$ cat src/rtl/proj_group_mux_seq.sv
// Sequenced project multiplexer: drains the old slot, holds the new slot in reset, then connects it.
// Optional macro PROJ_MUX_OUT_REG_EN registers uo_out (one extra cycle of output latency).
`timescale 1ns/1ps
module proj_group_mux_seq #(
   parameter int unsigned N_PROJ     = 16,
   parameter int unsigned SEL_W      = 4,
   parameter int unsigned DW         = 8,
   parameter int unsigned SETTLE_CYC = 4
) (
   input  logic                 clk,
   input  logic                 rst,
   input  logic                 ena,
   input  logic [SEL_W-1:0]     sel_req,
   input  logic                 sel_load,
   input  logic [N_PROJ-1:0]    proj_present,
   input  logic [N_PROJ*DW-1:0] proj_out_flat,
   output logic [DW-1:0]        uo_out,
   output logic [N_PROJ-1:0]    proj_ena,
   output logic [N_PROJ-1:0]    proj_rst,
   output logic [SEL_W-1:0]     sel_cur,
   output logic                 busy,
   output logic                 sel_err
);

   localparam int unsigned CW = $clog2(SETTLE_CYC) + 1;

   typedef enum logic [1:0] {ACTIVE, DRAIN, RSTSEQ, OFF} state_t;

   state_t           r_state, w_state_nxt;
   logic [CW-1:0]    r_cnt, w_cnt_nxt;
   logic [SEL_W-1:0] r_sel_cur, w_sel_cur_nxt;
   logic [SEL_W-1:0] r_sel_tgt, w_sel_tgt_nxt;
   logic [SEL_W-1:0] r_pend, w_pend_nxt;
   logic             r_pend_v, w_pend_v_nxt;
   logic             r_sel_err;
   logic             w_req_ok, w_req_store;
   logic [SEL_W-1:0] w_pend_eff;
   logic             w_pend_v_eff;
   logic [DW-1:0]    w_mux, w_uo;

   // Out-of-range indices never match a slot, so they are rejected as well.
   always_comb begin
      w_req_ok = 1'b0;
      for (int unsigned i = 0; i < N_PROJ; i++) begin
         if (sel_req == SEL_W'(i)) w_req_ok = proj_present[i];
      end
   end

   // Anything except an enabled ACTIVE state parks a valid request in pending; a same-cycle load wins.
   assign w_req_store  = sel_load && w_req_ok && !(r_state == ACTIVE && ena);
   assign w_pend_v_eff = w_req_store || r_pend_v;
   assign w_pend_eff   = w_req_store ? sel_req : r_pend;

   always_comb begin
      w_state_nxt   = r_state;
      w_cnt_nxt     = r_cnt;
      w_sel_cur_nxt = r_sel_cur;
      w_sel_tgt_nxt = r_sel_tgt;
      w_pend_nxt    = w_pend_eff;
      w_pend_v_nxt  = w_pend_v_eff;
      if (!ena) begin
         w_state_nxt = OFF;
         // An in-flight drain target is kept as pending so it survives the disable.
         if (r_state == DRAIN && !w_pend_v_eff) begin
            w_pend_nxt   = r_sel_tgt;
            w_pend_v_nxt = 1'b1;
         end
      end else begin
         case (r_state)
            ACTIVE: begin
               if (sel_load && w_req_ok && sel_req != r_sel_cur) begin
                  w_state_nxt   = DRAIN;
                  w_sel_tgt_nxt = sel_req;
               end
            end
            DRAIN: begin
               w_state_nxt   = RSTSEQ;
               w_sel_cur_nxt = r_sel_tgt;
               w_cnt_nxt     = CW'(SETTLE_CYC - 1);
            end
            RSTSEQ: begin
               if (r_cnt != '0) begin
                  w_cnt_nxt = r_cnt - CW'(1);
               end else if (w_pend_v_eff && w_pend_eff != r_sel_cur) begin
                  w_state_nxt   = DRAIN;
                  w_sel_tgt_nxt = w_pend_eff;
                  w_pend_v_nxt  = 1'b0;
               end else begin
                  w_state_nxt  = ACTIVE;
                  w_pend_v_nxt = 1'b0;
               end
            end
            OFF: begin
               w_state_nxt = RSTSEQ;
               w_cnt_nxt   = CW'(SETTLE_CYC - 1);
               if (w_pend_v_eff) w_sel_cur_nxt = w_pend_eff;
               w_pend_v_nxt = 1'b0;
            end
            default: w_state_nxt = OFF;
         endcase
      end
   end

   always_ff @(posedge clk or posedge rst) begin
      if (rst) begin
         r_state   <= RSTSEQ;
         r_cnt     <= CW'(SETTLE_CYC - 1);
         r_sel_cur <= '0;
         r_sel_tgt <= '0;
         r_pend    <= '0;
         r_pend_v  <= 1'b0;
         r_sel_err <= 1'b0;
      end else begin
         r_state   <= w_state_nxt;
         r_cnt     <= w_cnt_nxt;
         r_sel_cur <= w_sel_cur_nxt;
         r_sel_tgt <= w_sel_tgt_nxt;
         r_pend    <= w_pend_nxt;
         r_pend_v  <= w_pend_v_nxt;
         r_sel_err <= sel_load && !w_req_ok;
      end
   end

   // proj_ena is gated by rst so the reset condition shows no enabled slot even though the reset state is RSTSEQ.
   always_comb begin
      w_mux    = '0;
      proj_ena = '0;
      proj_rst = '1;
      for (int unsigned i = 0; i < N_PROJ; i++) begin
         if (r_sel_cur == SEL_W'(i)) begin
            w_mux = proj_out_flat[i*DW +: DW];
            if (r_state == ACTIVE) proj_rst[i] = 1'b0;
            if ((r_state == ACTIVE || r_state == RSTSEQ) && !rst) proj_ena[i] = 1'b1;
         end
      end
   end

   assign w_uo    = (r_state == ACTIVE) ? w_mux : '0;
   assign busy    = (r_state == DRAIN) || (r_state == RSTSEQ);
   assign sel_cur = r_sel_cur;
   assign sel_err = r_sel_err;

`ifdef PROJ_MUX_OUT_REG_EN
   logic [DW-1:0] r_uo;
   always_ff @(posedge clk or posedge rst) begin
      if (rst) r_uo <= '0;
      else     r_uo <= w_uo;
   end
   assign uo_out = r_uo;
`else
   assign uo_out = w_uo;
`endif

endmodule

$ cat config.mk
export PLATFORM = sky130hd
export DESIGN_NAME = proj_group_mux_seq
export DESIGN_NICKNAME = d
export VERILOG_FILES = /design/src/rtl/proj_group_mux_seq.sv
export SDC_FILE = /design/constraint.sdc
export NUM_CORES = 1
export LEC_CHECK = 0
export ABC_AREA = 1
export BUFFER_PORTS_ARGS = -buffer_cell sky130_fd_sc_hd__buf_4
export CORE_MARGIN = 5
export CORE_UTILIZATION = 44
export CTS_BUF_LIST = sky130_fd_sc_hd__clkbuf_16
export DETAILED_ROUTE_END_ITERATION = 8
export PLACE_DENSITY = 0.87
export SETUP_SLACK_MARGIN = 0.15
export SLEW_MARGIN = 5
export SYNTH_ARGS = -nofsm -noshare
export SYNTH_HDL_FRONTEND = slang
export SYNTH_SLANG_ARGS = --single-unit
$ cat constraint.sdc
create_clock -name clk -period 3.2 [get_ports clk]
set_input_delay 0 -clock clk [delete_from_list [all_inputs] [get_ports clk]]
set_output_delay 0 -clock clk [all_outputs]
set_load 0.02 [all_outputs]
==> results.json, run 1 <==
{
  "slew_headroom_pct": 53.03,
  "ys_seq_elements": 19,
  "slew_viol_final": 0,
  "synth_area_per_cell_sq_um": 5.550,
  "yosys.area.top_type": "nand2_1",
  "die_y_um": 86.84,
  "start_util_pct": 44.66,
  "n_antenna_cell": 0,
  "cts_tree": "done",
  "dieArea_sq_um": 7540,
  "finalSetupViolCount": 0,
  "syn_nets": 627,
  "cap_violations": 0,
  "clock.fmax_ghz": 0.3520,
  "crit_type": "register to output pin",
  "p_comb_share_pct": 72.3,
  "vias": 4089,
  "power_switching_mw": 1.310,
  "seq_area_frac_synth_pct": 18.45,
  "yosys_warnings": 0,
  "clk_pin_slew_ns": 0.05,
  "postCtsSetupRepairBufs": 0,
  "track_usage_pct": 31.88,
  "p_sw_share_pct": 52.25,
  "clk_path_buf_depth": 2,
  "hold_viol": 0,
  "multi_input_area_sq_um": 1873,
  "area_delta_synth_final_pct": 63.25,
  "rows": 28,
  "fin_cells": 738,
  "end_kind": "output pin",
  "portBuffers": 197,
  "min_period_ns": 2.841,
  "tightest_slew_ns": 0.7020,
  "syn_area_sq_um": 2597,
  "syn-instance-count": 468,
  "gp_congestion": 1.071,
  "hpwl_um": 10400,
  "internal-power_mw": 1.197,
  "core_area_sq_um": 5816,
  "period_share_pct": 88.79,
  "cts_max_level": 1,
  "fin_skew_ns": 0.001818,
  "routed_wl_um": 12810,
  "clkLatencyLatePin_ns": 0.25,
  "ioPinCount": 198,
  "drive_gt1_share_pct": 34.24,
  "placed_cells": 733,
  "powerDensity_nw_per_um2": 591.4,
  "status": "completed",
  "peakVddDrop_mv": 0.5082,
  "fillerInstances": 495,
  "grt_overflow": 0,
  "cts_root_buf": "clkbuf_16",
  "nNetsFinal": 823,
  "post_drt_wl_per_cell_um": 17.36,
  "leakage_nw": 2.200,
  "die_width_um": 86.84,
  "grt_max_degree": 27,
  "yosysTopAreaCellShare_pct": 24.42,
  "drcViolationCount": 0,
  "rsz0062_at_grt": "true",
  "ant_nets": 0,
  "cts_made_buffers": 3,
  "seq_area_sq_um": 479.2,
  "first_pass_iters": 5,
  "p_seq_share_pct": 17.4,
  "numClockSinks": 19,
  "start_kind": "register",
  "worst-endpoint-required_ns": 3.20,
  "grt_pass1_vias": 3875,
  "drt_iter0_drc": 319,
  "grt_pass1_wl_um": 19200,
  "crit_fanout": 11,
  "hold_path.class": "input pin to register",
  "ys_top_cells_by_area": "nand2_1, dfrtp_1, nand3_1, inv_1, o21ai_0",
  "ys_types": 31,
  "arrival_ns": 2.84,
  "fin_tns_setup_ns": 0,
  "viasPerCell": 5.541,
  "clockPowerShare_pct": 10.3,
  "antenna_found_initial": 0
}
cells in the final DEF (no fill, tap or decap), types with 2 or more instances in the layout:
master	instances
o31ai_1	2
nand2_1	169
clkbuf_16	3
buf_4	202
nand2_2	6
a21oi_1	21
dfstp_2	3
ha_1	7
nor2_1	40
nand2_4	3
o21ai_1	8
o21ai_0	32
nor3_1	10
nand3_1	47
nand4_1	18
inv_1	43
dfrtp_1	16
o21a_1	2
clkinv_1	3
xor2_1	3
a221oi_1	10
inv_2	4
worst paths after layout:
kind,start,to,slack [ns],cells after the start
setup reg to reg,r_state[0]$_DFFE_PP0P_,r_cnt[2]$_DFFE_PP0P_,0.91,9
max in group asynchronous,rst,r_state[1]$_DFFE_PP1P_,2.61,4
hold reg to reg,r_sel_tgt[0]$_DFFE_PP0P_,r_sel_tgt[0]$_DFFE_PP0P_,0.47,2
setup / recovery,sel_cur[0]$_DFFE_PP0P_,uo_out[4],0.36,13
min in group asynchronous,rst,r_sel_tgt[1]$_DFFE_PP0P_,0.33,4
hold / removal,sel_load,sel_err$_DFF_PP0_,0.02,3
Yosys cell counts:
cell / count
nand2_1: 169
clkinv_1: 3
nand3_2: 1
nor2_2: 1
clkbuf_1: 6
nand3_4: 1
nand2_2: 6
a21oi_1: 21
a221oi_1: 10
o311ai_1: 1
o31ai_1: 2
buf_6: 2
o21ai_1: 8
nand3_1: 47
xor2_1: 3
nand2_4: 3
nor3_1: 10
o21ai_0: 32
or2_2: 1
nand4_1: 18
nor2_1: 41
ha_1: 7
dfstp_2: 3
inv_2: 4
or4_1: 1
inv_1: 43
o211ai_1: 1
o21bai_1: 1
dfrtp_1: 16
buf_2: 4
o21a_1: 2
routing by layer:
metal  track usage [%]  vias to the layer above  routed length, um
li1                  -                     1942                  -
met4             11.19                        0                487
met1             41.58                     1847               4758
met3             5.228                       37               1432
met2             52.86                      263               6132
met5                 0                        -                  0
through the flow:
stage | util (%) | setup WS (ns) | area, sq um | hold WS [ns] | power (mW)
floorplan | - | 1.051 | 2597 | -0.04404 | 1.614
global placement | 71.23 | 0.7091 | 4143 | 0.03808 | 2.144
detailed placement | 71.23 | 0.6738 | 4143 | 0.04255 | 2.187
CTS | 72.78 | 0.3749 | 4233 | 0.02169 | 2.469
global route | 72.91 | 0.1448 | 4240 | 0.03663 | 2.722
finish | 72.91 | 0.3587 | 4240 | 0.02176 | 2.508
registers in the layout (all words and copies together) (netlist names):
name,cells
r_pend_v,1
sel_cur,4
r_sel_tgt,4
r_pend,4
r_cnt,3
sel_err,1
r_state,2
what timing repair did:
| item | 4_1_cts | 5_1_grt |
|---|---|---|
| resized for setup | 0 | 2 |
| endpoints found under the setup margin | 0 | 6 |
| endpoints found under the hold margin | 16 | 0 |
| hold buffers | 1 | 0 |
power groups by stage:
stage | Combinational [mW] | Clock (mW) | Sequential (mW)
floorplan | 1.17 | 0 | 0.441
global placement | 1.71 | 0 | 0.432
detailed placement | 1.75 | 0 | 0.437
CTS | 1.78 | 0.259 | 0.434
global route | 2.00 | 0.270 | 0.451
finish | 1.81 | 0.258 | 0.437
worst max-delay path, stage by stage (launching register included):
cell      delay (ns)
dfrtp_1         0.43
inv_1           0.14
nand2_1         0.20
nor2_4          0.23
inv_2           0.12
o21ai_1         0.15
nand3_1         0.09
a221oi_1        0.26
nand3_1         0.13
a221oi_1        0.38
nand4_1         0.13
nor2_1          0.11
nor2_1          0.05
buf_4           0.16
final cells by class:
cell class,instances,area share [%]
Clock inverter,1,0.1180
Clock buffer,3,1.770
Sequential cell,19,11.30
Multi-Input combinational cell,387,44.17
Tap cell,75,2.213
Inverter,50,4.426
Timing Repair Buffer,203,36.00
kinds of logic after synthesis:
group                      count (synthesis)  synth area share [%]
DFF                                       19                 18.45
adders and majority gates                  7                 3.372
and+or+nand+nor                          299                 50.24
xor gates and xnor gates                   3                 1.012
AOI/OAI and AO/OA                         78                 17.20
buffers and inverters                     62                 9.730
(Power assumes the default switching activity.)
==> run 2: changes to the inputs <==
--- a/config.mk
+++ b/config.mk
@@ -7,11 +7,13 @@
 export LEC_CHECK = 0
 export ABC_AREA = 1
 export BUFFER_PORTS_ARGS = -buffer_cell sky130_fd_sc_hd__buf_4
+export CELL_PAD_IN_SITES_DETAIL_PLACEMENT = 0
+export CELL_PAD_IN_SITES_GLOBAL_PLACEMENT = 1
 export CORE_MARGIN = 5
-export CORE_UTILIZATION = 44
+export CORE_UTILIZATION = 27
 export CTS_BUF_LIST = sky130_fd_sc_hd__clkbuf_16
 export DETAILED_ROUTE_END_ITERATION = 8
-export PLACE_DENSITY = 0.87
+export PLACE_DENSITY_LB_ADDON = 0.1
 export SETUP_SLACK_MARGIN = 0.15
 export SLEW_MARGIN = 5
 export SYNTH_ARGS = -nofsm -noshare
==> results.json, run 2 (synthesis results as in run 1) <==
{
  "status": "completed",
  "p_comb_share_pct": 72.0,
  "hold_viol": 0,
  "fin_tns_setup_ns": 0,
  "rows": 35,
  "numClockSinks": 19,
  "arrival_ns": 2.85,
  "cts_tree": "done",
  "rsz0062_at_grt": "false",
  "track_usage_pct": 20.43,
  "slew_headroom_pct": 52.78,
  "cts_root_buf": "clkbuf_16",
  "holdCritStartpoint": "sel_load",
  "area_delta_synth_final_pct": 65.94,
  "dieArea_sq_um": 11680,
  "final_core_util_pct": 46.21,
  "ioPinCount": 198,
  "ant_nets": 0,
  "leakage_nw": 2.195,
  "portBuffers": 197,
  "post_drt_wl_per_cell_um": 16.00,
  "grt_pass1_wl_um": 19160,
  "crit_type": "register to output pin",
  "antenna_found_initial": 0,
  "drt_iter0_drc": 219,
  "min_period_ns": 2.849,
  "start_util_pct": 27.85,
  "fin_cells": 791,
  "vias": 3792,
  "hold_depth": 3,
  "internal-power_mw": 1.200,
  "tightest_slew_ns": 0.7057,
  "clkLatencyLatePin_ns": 0.25,
  "cts_made_buffers": 3,
  "r2r_slack_ns": 0.97,
  "final_cell_mix": "buf_4, nand2_1, nand3_1, inv_1, nor2_1",
  "fin_area_sq_um": 4310,
  "placed_cells": 786,
  "grt_overflow": 0,
  "core_area_sq_um": 9328,
  "n_antenna_cell": 0,
  "die_y_um": 108.1,
  "drcViolationCount": 0,
  "clock.fmax_ghz": 0.3510,
  "hold_path_end": "sel_err$_DFF_PP0_",
  "gp_congestion": 0.8993,
  "clk_path_buf_depth": 2,
  "drive_gt1_share_pct": 34.44,
  "period_share_pct": 89.04,
  "cap_violations": 0,
  "die_width_um": 108.1,
  "slew_viol_final": 0,
  "first_pass_iters": 4,
  "clockPowerShare_pct": 10.4,
  "start_kind": "register",
  "reg2reg_from": "r_state[1]$_DFFE_PP1P_",
  "cts_max_level": 1,
  "post-place-ws_ns": 0.6220,
  "finalSetupViolCount": 0,
  "end_kind": "output pin",
  "p_seq_share_pct": 17.6,
  "fin_skew_ns": 0.001150,
  "worst_slack_ns": 0.3508,
  "crit_fanout": 11,
  "routed_wl_um": 12660,
  "viasPerCell": 4.794,
  "power_switching_mw": 1.277,
  "final_common_cell": "buf_4",
  "powerDensity_nw_per_um2": 574.5,
  "worst-endpoint-required_ns": 3.20,
  "postCtsSetupRepairBufs": 0,
  "placed_area_sq_um": 4203,
  "r2r_cells": 15,
  "nNetsFinal": 822,
  "hold_path.class": "input pin to register",
  "p_sw_share_pct": 51.55,
  "timing.rr.end": "r_sel_tgt[2]$_DFFE_PP0P_",
  "grt_max_degree": 24,
  "clk_pin_slew_ns": 0.05,
  "peakVddDrop_mv": 0.4619,
  "hpwl_um": 10760,
  "grt_pass1_vias": 3640
}
[run 2: through the flow]
step,hold slack [ns],power (mW)
final,0.03374,2.476
after detailed placement,0.05318,2.202
after floorplan,-0.04404,1.614
after global routing,0.05686,2.758
after CTS,0.03087,2.475
after global placement,0.05073,2.172
[run 2: power groups by stage]
stage / clock network (mW) / logic (mW) / registers, mW
6_report: 0.257 / 1.78 / 0.436
5_1_grt: 0.280 / 2.02 / 0.454
4_1_cts: 0.267 / 1.77 / 0.436
3_5_place_dp: 0 / 1.76 / 0.440
3_3_place_gp: 0 / 1.74 / 0.436
2_1_floorplan: 0 / 1.17 / 0.441
[run 2: per-layer routing]
metal / vias to the layer above / share of wire [%] / GRT usage [%]
met2: 136 / 48 / 34.10
met3: 14 / 7.4 / 4.000
met1: 1701 / 43 / 27.69
li1: 1941 / - / -
met5: - / 0 / 0
met4: 0 / 1.7 / 3.517
[run 2: cell type report]
type / instances / area, sq um
sequential: 19 / 479.2
timing repair buffer: 202 / 1519
inverter: 50 / 191.4
fill: 1063 / 5017
clock buffer: 3 / 75.07
multi-input combinational: 387 / 1879
tap: 129 / 161.4
clock inverter: 1 / 5.005
[run 2: critical path: stages (launching register included)]
cell and delay (ns):
dfrtp_1 0.44, inv_1 0.14, nand2_1 0.22, nor2_4 0.24, inv_2 0.12, o21ai_0 0.21, nand4_1 0.11, a21oi_1 0.16
nand3_1 0.10, a221oi_1 0.33, nand3_1 0.12, a21oi_1 0.16, a21oi_1 0.09, buf_4 0.16
[run 2: worst max path at each step]
stage                                 startpoint   endpoint  slack (ns)
after floorplan           sel_cur[1]$_DFFE_PP0P_  uo_out[1]        1.05
after global placement    sel_cur[0]$_DFFE_PP0P_  uo_out[4]        0.68
after detailed placement  sel_cur[0]$_DFFE_PP0P_  uo_out[7]        0.62
after CTS                 sel_cur[0]$_DFFE_PP0P_  uo_out[7]        0.33
after global routing      sel_cur[0]$_DFFE_PP0P_  uo_out[3]        0.15
final                     sel_cur[0]$_DFFE_PP0P_  uo_out[7]        0.35
[run 2: what timing repair did]
item / 4_1_cts / 5_1_grt
gates resized for setup: 0 / 4
endpoints found under the hold margin: 16 / 0
hold buffers: 1 / 0
endpoints found under the setup margin: 0 / 4
==> run 3: changes to the inputs <==
--- a/config.mk
+++ b/config.mk
@@ -9,6 +9,7 @@
 export BUFFER_PORTS_ARGS = -buffer_cell sky130_fd_sc_hd__buf_4
 export CELL_PAD_IN_SITES_DETAIL_PLACEMENT = 0
 export CELL_PAD_IN_SITES_GLOBAL_PLACEMENT = 1
+export CORE_ASPECT_RATIO = 0.7
 export CORE_MARGIN = 5
 export CORE_UTILIZATION = 27
 export CTS_BUF_LIST = sky130_fd_sc_hd__clkbuf_16
==> results.json, run 3 (synthesis results as in run 1) <==
{
  "peakVddDrop_mv": 0.2746,
  "slowest_stage": "dfrtp_1",
  "gp_congestion": 0.8572,
  "period_share_pct": 86.78,
  "start_util_pct": 27.24,
  "fillerInstances": 1080,
  "grt_pass1_wl_um": 19210,
  "placed_cells": 785,
  "cap_violations": 0,
  "drive_gt1_share_pct": 34.44,
  "nNetsFinal": 822,
  "clock.fmax_ghz": 0.3601,
  "postCtsSetupRepairBufs": 0,
  "rows": 30,
  "fin_tns_setup_ns": 0,
  "grt_max_degree": 27,
  "antenna_found_initial": 0,
  "cts_max_level": 1,
  "die_y_um": 92.06,
  "crit_family": "simple AND/OR/NAND/NOR gates",
  "slowest_delay_ns": 0.43,
  "arrival_ns": 2.78,
  "viasPerCell": 4.808,
  "portBuffers": 197,
  "die_width_um": 127.2,
  "start_kind": "register",
  "grt_pass1_vias": 3488,
  "r2r_slack_ns": 0.98,
  "grt_overflow": 0,
  "hold_path.class": "input pin to register",
  "track_usage_pct": 20.16,
  "clkLatencyLatePin_ns": 0.25,
  "finalSetupViolCount": 0,
  "cts_made_buffers": 3,
  "crit_type": "register to output pin",
  "routed_wl_um": 12550,
  "first_pass_iters": 5,
  "min_period_ns": 2.777,
  "dieArea_sq_um": 11710,
  "area_delta_synth_final_pct": 65.75,
  "final_common_cell": "buf_4",
  "end_kind": "output pin",
  "tightest_slew_ns": 0.7189,
  "drcViolationCount": 0,
  "ioPinCount": 198,
  "final_cell_mix": "buf_4, nand2_1, nand3_1, inv_1, nor2_1",
  "core_area_sq_um": 9534,
  "n_antenna_cell": 0,
  "leakage_nw": 2.193,
  "worst-endpoint-required_ns": 3.20,
  "slew_headroom_pct": 51.89,
  "numClockSinks": 19,
  "rsz0062_at_grt": "false",
  "seq_area_sq_um": 479.2,
  "clk_path_buf_depth": 2,
  "critical_path_buf_inv_count": 3,
  "crit_chain": "inv_1, nor2_1, nand2_1, clkinvlp_4, nand2_1, nand3_1, o21ai_1, nand2_1, a21oi_1, nand3_1, o21ai_1, nand3_1, a221oi_1, nand4_1, nor2_1, nor2_1, buf_4",
  "powerDensity_nw_per_um2": 577.5,
  "hold_viol": 0,
  "clk_pin_slew_ns": 0.06,
  "hpwl_um": 10480,
  "post_drt_wl_per_cell_um": 15.89,
  "ant_nets": 0,
  "status": "completed",
  "cts_root_buf": "clkbuf_16",
  "fin_skew_ns": 0.003173,
  "crit_fanout": 9,
  "drt_iter0_drc": 235,
  "cts_tree": "done",
  "fin_cells": 790,
  "multi_input_area_sq_um": 1876,
  "vias": 3798,
  "slew_viol_final": 0
}
-- run 3: per-stage QoR --
step | hold WS [ns] | util, % | power, mW | instance area [sq um] | worst slack, ns
after floorplan | -0.04404 | - | 1.614 | 2597 | 1.051
after global placement | 0.05504 | 44.07 | 2.188 | 4202 | 0.7653
after detailed placement | 0.05838 | 44.07 | 2.199 | 4202 | 0.6640
after CTS | 0.01986 | 45.01 | 2.480 | 4292 | 0.3624
after global routing | 0.03379 | 45.16 | 2.770 | 4305 | 0.1603
final | 0.02472 | 45.16 | 2.487 | 4305 | 0.4229
-- run 3: layer usage --
metal	GRT usage (%)	routed length (um)	part of all wire (%)
met1	29.37	5910	47
met2	31.56	5601	45
met3	4.133	980	7.8
met4	1.964	59	0.47
met5	0	0	0
-- run 3: final timing paths --
check,startpoint,to,cells after the start
min in group asynchronous,rst,r_state[0]$_DFFE_PP0P_,4
worst max register to register,r_state[1]$_DFFE_PP1P_,r_sel_tgt[2]$_DFFE_PP0P_,14
worst max-delay path,sel_cur[0]$_DFFE_PP0P_,uo_out[2],17
max in group asynchronous,rst,r_cnt[0]$_DFFE_PP1P_,4
worst min-delay path,sel_load,sel_err$_DFF_PP0_,3
worst min register to register,r_sel_tgt[2]$_DFFE_PP0P_,r_sel_tgt[2]$_DFFE_PP0P_,2
-- run 3: worst register-to-register path, delay by kind of cell, from the launching register on --
family | cells | cell delay [ns]
flops | 1 | 0.55
buf+inv | 1 | 0.07
simple gates | 12 | 1.29
fa+ha+maj | 1 | 0.19
-- run 3: what timing repair did --
action                                 CTS  global route
hold buffers                             1             0
resized for setup                        0             4
endpoints found under the hold margin   16             0
setup endpoints to repair                0             5
-- run 3: area by class of cell --
type                            instances  share of cell area [%]
Tap cell                              128                   3.720
Sequential cell                        19                   11.13
Timing Repair Buffer                  202                   35.28
Inverter                               50                   4.446
Multi-Input combinational cell        387                   43.56
Clock inverter                          1                  0.1162
Clock buffer                            3                   1.744
-- run 3: report_power, final --
group	switching, mW	internal [mW]	total, mW
combinational	1.11	0.674	1.79
clock	0.0961	0.168	0.264
sequential	0.0793	0.356	0.435
total	1.29	1.20	2.49
